--- src/rtl/sdram_ctrl.sv ---
// Closed-page SDR SDRAM controller: power-up init, auto-refresh and
// single-word ACTIVATE -> READ/WRITE -> PRECHARGE accesses.
module sdram_ctrl #(
  parameter int CAS_LATENCY      = 2,
  parameter int T_RCD            = 2,
  parameter int T_RP             = 2,
  parameter int T_RC             = 7,
  parameter int T_MRD            = 2,
  parameter int T_WR             = 2,
  parameter int INIT_WAIT        = 10000,
  parameter int REFRESH_INTERVAL = 780
) (
  input  logic        clk,
  input  logic        rst,
  input  logic        req_valid,
  output logic        req_ready,
  input  logic        req_we,
  input  logic [23:0] req_addr,
  input  logic [15:0] req_wdata,
  input  logic [1:0]  req_be,
  output logic        rsp_valid,
  output logic [15:0] rsp_rdata,
  output logic        init_done,
  output logic        sdram_cke,
  output logic        sdram_cs_n,
  output logic        sdram_ras_n,
  output logic        sdram_cas_n,
  output logic        sdram_we_n,
  output logic [1:0]  sdram_ba,
  output logic [12:0] sdram_a,
  output logic [15:0] sdram_dq_o,
  output logic        sdram_dq_oe,
  input  logic [15:0] sdram_dq_i,
  output logic [1:0]  sdram_dm
);

  // Floor of 64 keeps the timing loads representable with a tiny INIT_WAIT.
  localparam int CW = $clog2((INIT_WAIT > 64 ? INIT_WAIT : 64) + 1);
  localparam int RW = $clog2(REFRESH_INTERVAL + 1);

  localparam logic [CW-1:0] LD_RP  = CW'(T_RP - 1);
  localparam logic [CW-1:0] LD_RC  = CW'(T_RC - 1);
  localparam logic [CW-1:0] LD_MRD = CW'(T_MRD - 1);
  localparam logic [CW-1:0] LD_RCD = CW'(T_RCD - 1);
  localparam logic [CW-1:0] LD_WR  = CW'(T_WR - 1);
  localparam logic [CW-1:0] LD_CL  = CW'(CAS_LATENCY);
  localparam logic [RW-1:0] LD_REF = RW'(REFRESH_INTERVAL - 1);

  localparam logic [3:0] CMD_NOP = 4'b0111;
  localparam logic [3:0] CMD_ACT = 4'b0011;
  localparam logic [3:0] CMD_RD  = 4'b0101;
  localparam logic [3:0] CMD_WR  = 4'b0100;
  localparam logic [3:0] CMD_PRE = 4'b0010;
  localparam logic [3:0] CMD_REF = 4'b0001;
  localparam logic [3:0] CMD_MRS = 4'b0000;

  localparam logic [12:0] MODE =
    {3'b000, 1'b1, 2'b00, 3'(CAS_LATENCY), 1'b0, 3'b000};

  typedef enum logic [3:0] {
    S_INIT_WAIT, S_INIT_PRE, S_INIT_REF1, S_INIT_REF2,
    S_INIT_MRS, S_IDLE, S_ACTIVATE, S_RCD_WAIT,
    S_READ, S_CAS_WAIT, S_WRITE, S_WR_RECOVER,
    S_PRECHARGE, S_RP_WAIT, S_REFRESH, S_RC_WAIT
  } state_t;

  state_t        r_state, w_state;
  logic [CW-1:0] r_cnt, w_cnt, w_dec;
  logic          w_zero;
  logic [RW-1:0] r_ref_cnt;
  logic          r_ref_pend;
  logic          r_init_done;
  logic [23:0]   r_addr;
  logic          r_we;
  logic [15:0]   r_wdata;
  logic [1:0]    r_be;
  logic          r_rsp_valid;
  logic [15:0]   r_rsp_rdata;
  logic          r_cke;
  logic [3:0]    r_cmd, w_cmd;
  logic [1:0]    r_ba, w_ba;
  logic [12:0]   r_a, w_a;
  logic [15:0]   r_dq_o, w_dq_o;
  logic          r_dq_oe, w_dq_oe;
  logic [1:0]    r_dm, w_dm;
  logic          w_accept, w_ref_go, w_init_fin, w_sample;

  assign w_zero    = (r_cnt == '0);
  assign w_dec     = r_cnt - CW'(1);
  assign req_ready = (r_state == S_IDLE) && r_init_done && !r_ref_pend;

  always_comb begin
    w_state    = r_state;
    w_cnt      = w_zero ? r_cnt : w_dec;
    w_cmd      = CMD_NOP;
    w_ba       = r_ba;
    w_a        = r_a;
    w_dq_o     = r_dq_o;
    w_dq_oe    = 1'b0;
    w_dm       = 2'b11;
    w_accept   = 1'b0;
    w_ref_go   = 1'b0;
    w_init_fin = 1'b0;
    w_sample   = 1'b0;
    unique case (r_state)
      S_INIT_WAIT: if (w_zero) begin
        w_state = S_INIT_PRE;
        w_cmd   = CMD_PRE;
        w_ba    = 2'd0;
        w_a     = 13'h0400;
        w_cnt   = LD_RP;
      end
      S_INIT_PRE: if (w_zero) begin
        w_state = S_INIT_REF1;
        w_cmd   = CMD_REF;
        w_cnt   = LD_RC;
      end
      S_INIT_REF1: if (w_zero) begin
        w_state = S_INIT_REF2;
        w_cmd   = CMD_REF;
        w_cnt   = LD_RC;
      end
      S_INIT_REF2: if (w_zero) begin
        w_state = S_INIT_MRS;
        w_cmd   = CMD_MRS;
        w_ba    = 2'd0;
        w_a     = MODE;
        w_cnt   = LD_MRD;
      end
      S_INIT_MRS: if (w_zero) begin
        w_state    = S_IDLE;
        w_init_fin = 1'b1;
      end
      S_IDLE: begin
        if (r_ref_pend) begin
          w_state  = S_REFRESH;
          w_cmd    = CMD_REF;
          w_cnt    = LD_RC;
          w_ref_go = 1'b1;
        end else if (req_valid && req_ready) begin
          w_state  = S_ACTIVATE;
          w_cmd    = CMD_ACT;
          w_ba     = req_addr[23:22];
          w_a      = req_addr[21:9];
          w_cnt    = LD_RCD;
          w_accept = 1'b1;
        end
      end
      S_ACTIVATE, S_RCD_WAIT: begin
        if (!w_zero) begin
          w_state = S_RCD_WAIT;
        end else if (r_we) begin
          w_state = S_WRITE;
          w_cmd   = CMD_WR;
          w_a     = {4'b0000, r_addr[8:0]};
          w_dq_oe = 1'b1;
          w_dq_o  = r_wdata;
          w_dm    = ~r_be;
          w_cnt   = LD_WR;
        end else begin
          w_state = S_READ;
          w_cmd   = CMD_RD;
          w_a     = {4'b0000, r_addr[8:0]};
          w_dm    = 2'b00;
          w_cnt   = LD_CL;
        end
      end
      S_WRITE, S_WR_RECOVER, S_READ, S_CAS_WAIT: begin
        if (!w_zero) begin
          w_state = r_we ? S_WR_RECOVER : S_CAS_WAIT;
        end else begin
          w_state  = S_PRECHARGE;
          w_cmd    = CMD_PRE;
          w_a      = 13'h0000;
          w_cnt    = LD_RP;
          w_sample = !r_we;
        end
      end
      S_PRECHARGE, S_RP_WAIT:
        w_state = w_zero ? S_IDLE : S_RP_WAIT;
      S_REFRESH, S_RC_WAIT:
        w_state = w_zero ? S_IDLE : S_RC_WAIT;
    endcase
  end

  always_ff @(posedge clk) begin
    if (rst) begin
      r_state <= S_INIT_WAIT;
      r_cnt   <= CW'(INIT_WAIT);
    end else begin
      r_state <= w_state;
      r_cnt   <= w_cnt;
    end
  end

  always_ff @(posedge clk) begin
    if (rst) begin
      r_cke       <= 1'b0;
      r_cmd       <= 4'b1111;
      r_ba        <= 2'd0;
      r_a         <= 13'h0000;
      r_dq_o      <= 16'h0000;
      r_dq_oe     <= 1'b0;
      r_dm        <= 2'b11;
      r_rsp_valid <= 1'b0;
      r_rsp_rdata <= 16'h0000;
      r_init_done <= 1'b0;
    end else begin
      r_cke       <= 1'b1;
      r_cmd       <= w_cmd;
      r_ba        <= w_ba;
      r_a         <= w_a;
      r_dq_o      <= w_dq_o;
      r_dq_oe     <= w_dq_oe;
      r_dm        <= w_dm;
      r_rsp_valid <= w_sample;
      if (w_sample) r_rsp_rdata <= sdram_dq_i;
      if (w_init_fin) r_init_done <= 1'b1;
    end
  end

  // An expiry that lands while a refresh is already owed is dropped.
  always_ff @(posedge clk) begin
    if (rst) begin
      r_ref_cnt  <= '0;
      r_ref_pend <= 1'b0;
    end else begin
      if (w_init_fin)
        r_ref_cnt <= LD_REF;
      else if (r_init_done)
        r_ref_cnt <= (r_ref_cnt == '0) ? LD_REF : r_ref_cnt - RW'(1);
      if (w_ref_go)
        r_ref_pend <= 1'b0;
      else if (r_init_done && r_ref_cnt == '0)
        r_ref_pend <= 1'b1;
    end
  end

  always_ff @(posedge clk) begin
    if (w_accept) begin
      r_addr  <= req_addr;
      r_we    <= req_we;
      r_wdata <= req_wdata;
      r_be    <= req_be;
    end
  end

  assign rsp_valid   = r_rsp_valid;
  assign rsp_rdata   = r_rsp_rdata;
  assign init_done   = r_init_done;
  assign sdram_cke   = r_cke;
  assign sdram_cs_n  = r_cmd[3];
  assign sdram_ras_n = r_cmd[2];
  assign sdram_cas_n = r_cmd[1];
  assign sdram_we_n  = r_cmd[0];
  assign sdram_ba    = r_ba;
  assign sdram_a     = r_a;
  assign sdram_dq_o  = r_dq_o;
  assign sdram_dq_oe = r_dq_oe;
  assign sdram_dm    = r_dm;

endmodule
--- config.mk ---
export PLATFORM = sky130hd
export DESIGN_NAME = sdram_ctrl
export DESIGN_NICKNAME = d
export VERILOG_FILES = /design/src/rtl/sdram_ctrl.sv
export SDC_FILE = /design/constraint.sdc
export NUM_CORES = 1
export LEC_CHECK = 0
export CAP_MARGIN = 0
export CORE_MARGIN = 2
export CORE_UTILIZATION = 25
export CTS_CLUSTER_SIZE = 20
export DETAILED_ROUTE_END_ITERATION = 10
export REMOVE_ABC_BUFFERS = 1
export SLEW_MARGIN = 10
export SYNTH_ARGS = -nofsm -noshare
export SYNTH_HDL_FRONTEND = slang
export SYNTH_SLANG_ARGS = --single-unit
export TNS_END_PERCENT = 1
--- constraint.sdc ---
create_clock -name clk -period 2.8 [get_ports clk]
set_input_delay 0.42 -clock clk [delete_from_list [all_inputs] [get_ports clk]]
set_output_delay 0.42 -clock clk [all_outputs]
set_load 0.02 [all_outputs]
==> summary.md, run 1 <==
| Metric | Value |
|---|---|
| Switching power as a share of total power | about a fifth |
| Switching power | 0.000883 W |
| Remaining routing DRC violations | 0 |
| Relative slew margins | around 45% |
| Post-DR wirelength/cell | 14.4 um |
| Number of register bits inferred by synthesis | ~110 |
| Data arrival time of the critical path | 2.08 ns |
| Transition time at the pin with the least slew margin | just over 0.8 ns |
| Number of inserted diodes | 0 |
| Resize count post-CTS | 0 |
| CTS tree | built |
| Vias in the first global route | 4132 |
| Ports placed on the boundary | 120 |
| Setup violations, final | 0 |
| Setup TNS | 0 ns |
| Worst hold path type | reg -> reg |
| Reported max-cap violation count | 0 |
| Count of final hold-check violations | 0 |
| Filler-free cell count of the finished design | slightly below 900 |
| Syn. warnings | 0 |
| Portion of netlist area occupied by mux cells | between 4 and 5% |
| Sum of routed wire length over all layers | about 13 mm |
| Half-perimeter wire length after detailed placement | between 8 and 9 mm |
| Req. time, crit path | around 2.4 ns |
| Total core area | between 15000 and 20000 sq um |
| Number of antenna violations at the first check in global routing | 0 |
| Leakage power figure | approximately 2.5 nW |
| Number of instances in the synthesized netlist | between 400 and 500 |
| Gr usage total | a little over an eighth |
| Vias/cell | between 4 and 5 |
| Starting DRT DRC Count | roughly 220 |
| Complex-gate fraction of the synthesized area | between 10% and 20% |
| Post-synth cell types | 55 |
| Port buffer count | ~120 |
| Root buffer cell | sky130_fd_sc_hd__clkbuf_16 |
| Slack of the critical path | a little over 0.3 ns |
| Part of the Yosys area used for sequential elements | between 50% and 60% |
| Critical path class | reg -> out |
| Netlist Area Pre-Place | ~4700 sq um |
| Grt total ovfl | 0 |
| Logic gate share of total power | 4.9% |
| Mean instance size in the synthesized netlist | 9.49 sq um |
| Maximum clock skew at final layout | around 0.008 ns |
| Clock network fraction of design power | between 50% and 60% |
| Result of the run | finished clean |
| Layout cell share with drive strength beyond 1 | approximately a tenth |
| First drt pass iteration count | 4 |
| RSZ-0062 raised after global routing | false |
| Max Clock Freq | about 400 MHz |
| Max-slew violations | 0 |
| First-pass GRT wire length | between 20 and 25 mm |
| Buffers inserted during post-CTS setup optimization | 0 |
| Async set-or-reset flop fraction in the synthesized netlist | 0% |
| Later-pin clock latency in the skew report | roughly 0.4 ns |
| Die Outline Area | ~20000 sq um |
| Number of hold buffers added after cts | 0 |
| Die span in y | 141 um |
| Share of the cycle needed by the critical path after routing | 89.2% |
| Starting density of the core | about a quarter |
| Shortest clock period the worst path allows after layout | between 2 and 2.5 ns |
| Final weighted congestion in routability-driven placement | between 0.8 and 0.9 |
| # nets final | roughly 700 |
| Post-synthesis simple-gate area fraction | between 10% and 20% |
| Share of power burned in registers | 40.9% |
| Critical Path Sink Type | primary output |
| Die width | ~140 um |
| Synthesized-area fraction occupied by xor and xnor cells | under 10% |
| Pre-CTS worst setup slack | around 0.32 ns |
| Overall via count from detail_route | just over 4000 |
| Biggest fanout along the worst timing path | 8 |
| Clock Tree Buf Depth | 2 |
| TritonCTS buffer count | 17 |
| H-Tree Depth | 4 |
| Number of instances in the placed design | approximately 850 |
| Main combinational cell family by area after synthesis | simple AND/OR/NAND/NOR gates |
| Num rows | 50 |
| Startpoint kind of the worst setup timing path | register |
| Adder-cell share of the synthesized area | under 10% |
| CTS sink cnt | 114 |
| Pin count of the biggest net entering global routing | between 40 and 50 |
| Post-synth EDFFs | 28 |
| Signed area change from the synthesized netlist to the final layout | 46.2% |
| Cell-internal power | around 0.0033 W |
| Top FF cell, synth | sky130_fd_sc_hd__dfxtp_1 |
| Worst VDD drop | around 400 uV |
| Reg clk slew, reported paths | around 0.060 ns |
| Antenna Nets Post-Route | 0 |
| Power per unit of standard cell area | between 600 and 700 nW/um^2 |
[critical path, stage by stage, from the launching register on]
cell                              delay [ns]
sky130_fd_sc_hd__dfxtp_1                0.40
sky130_fd_sc_hd__nand4bb_1              0.27
sky130_fd_sc_hd__nor3_1                 0.32
sky130_fd_sc_hd__clkdlybuf4s50_1        0.68
[layout by cell type, fill, tap and decap left out, types with 6 or more instances in the layout]
master,count
sky130_fd_sc_hd__a211oi_1,9
sky130_fd_sc_hd__a21oi_1,61
sky130_fd_sc_hd__a22oi_1,8
sky130_fd_sc_hd__buf_4,24
sky130_fd_sc_hd__clkbuf_16,17
sky130_fd_sc_hd__clkdlybuf4s50_1,118
sky130_fd_sc_hd__dfxtp_1,86
sky130_fd_sc_hd__edfxtp_1,28
sky130_fd_sc_hd__inv_1,11
sky130_fd_sc_hd__mux2i_1,19
sky130_fd_sc_hd__nand2_1,56
sky130_fd_sc_hd__nand2b_1,9
sky130_fd_sc_hd__nand3_1,11
sky130_fd_sc_hd__nor2_1,51
sky130_fd_sc_hd__nor2b_1,6
sky130_fd_sc_hd__nor3_1,15
sky130_fd_sc_hd__o21ai_0,21
sky130_fd_sc_hd__xnor2_1,7
sky130_fd_sc_hd__xor2_1,6
[flip-flops by register name, summed over array words and instances (netlist names)]
| name | count |
|---|---|
| rsp_rdata | 16 |
| r_be | 2 |
| sdram_cke | 1 |
| r_we | 1 |
| r_cnt | 14 |
| r_addr | 9 |
| r_cmd | 4 |
| rsp_valid | 1 |
| sdram_ba | 2 |
| sdram_dq_oe | 1 |
| sdram_dq_o | 16 |
| r_ref_cnt | 10 |
| sdram_dm | 2 |
| init_done | 1 |
| r_ref_pend | 1 |
| r_wdata | 16 |
| sdram_a | 13 |
| r_state | 4 |
[metrics by stage]
step	total power (W)	util (%)	cell area, sq um	hold slack [ns]
floorplan	0.00184	-	4610	0.403
global placement	0.00197	33.6	6270	0.414
detailed placement	0.00197	33.6	6270	0.417
CTS	0.00428	37.0	6900	0.425
global route	0.00439	37.0	6900	0.437
finish	0.00422	37.0	6900	0.420
[synth_stat cells, types with 6 or more instances]
library cell | count | share of area [%]
sky130_fd_sc_hd__a211oi_1 | 9 | 1.4
sky130_fd_sc_hd__a21oi_1 | 61 | 6.5
sky130_fd_sc_hd__a22oi_1 | 8 | 1.3
sky130_fd_sc_hd__clkbuf_1 | 22 | 1.8
sky130_fd_sc_hd__dfxtp_1 | 86 | 36
sky130_fd_sc_hd__edfxtp_1 | 28 | 18
sky130_fd_sc_hd__inv_1 | 11 | 0.88
sky130_fd_sc_hd__mux2i_1 | 19 | 4.0
sky130_fd_sc_hd__nand2_1 | 56 | 4.5
sky130_fd_sc_hd__nand2b_1 | 9 | 1.2
sky130_fd_sc_hd__nand3_1 | 11 | 1.2
sky130_fd_sc_hd__nor2_1 | 51 | 4.1
sky130_fd_sc_hd__nor2b_1 | 6 | 0.80
sky130_fd_sc_hd__nor3_1 | 16 | 1.7
sky130_fd_sc_hd__o21ai_0 | 21 | 2.2
sky130_fd_sc_hd__xnor2_1 | 7 | 1.3
sky130_fd_sc_hd__xor2_1 | 6 | 1.1
[layer usage]
layer,vias to the layer above,track usage [%],part of all wire [%]
li1,2049,-,-
met1,1880,16.4,45
met2,136,20.5,46
met3,16,5.60,7.7
met4,0,5.53,1.7
met5,-,0,0
[power by group through the flow]
| stage | Combinational [W] | Sequential (W) | Clock (W) |
|---|---|---|---|
| 5_1_grt | 0.000228 | 0.00173 | 0.00244 |
| 3_5_place_dp | 0.000209 | 0.00176 | 0 |
| 3_3_place_gp | 0.000208 | 0.00176 | 0 |
| 4_1_cts | 0.000209 | 0.00172 | 0.00235 |
| 2_1_floorplan | 0.0000801 | 0.00176 | 0 |
| 6_report | 0.000208 | 0.00173 | 0.00229 |
[logic make-up after synthesis]
kind of cell,after synthesis
simple gates,174
compound gates,131
flops,114
buf+inv,41
mux,20
xor+xnor,13
fa+ha+maj,4
[worst paths after layout]
path	from	to	slack [ns]	depth (start not counted)
min reg2reg	r_be[0]	sdram_dm[0]	0.42	1
max	r_state[1]	req_ready	0.30	3
max reg2reg	r_cnt[0]	sdram_a[10]	0.31	8
min	r_be[0]	sdram_dm[0]	0.42	1
[layout make-up]
cell class	instances	area, sq um
clock inverter	13	181
clock buffer	19	443
tap	234	293
multi-input combinational	342	2000
sequential	114	2560
fill	1882	11700
timing repair buffer	143	1370
inverter	13	48.8
(Power assumes the default switching activity.)
==> run 2, diff against run 1 <==
--- a/config.mk
+++ b/config.mk
@@ -11,7 +11,6 @@
 export CTS_CLUSTER_SIZE = 20
 export DETAILED_ROUTE_END_ITERATION = 10
 export REMOVE_ABC_BUFFERS = 1
-export SLEW_MARGIN = 10
 export SYNTH_ARGS = -nofsm -noshare
 export SYNTH_HDL_FRONTEND = slang
 export SYNTH_SLANG_ARGS = --single-unit
==> results of run 2 <==
Final layout, timing and power as in run 1 (identical DEF).
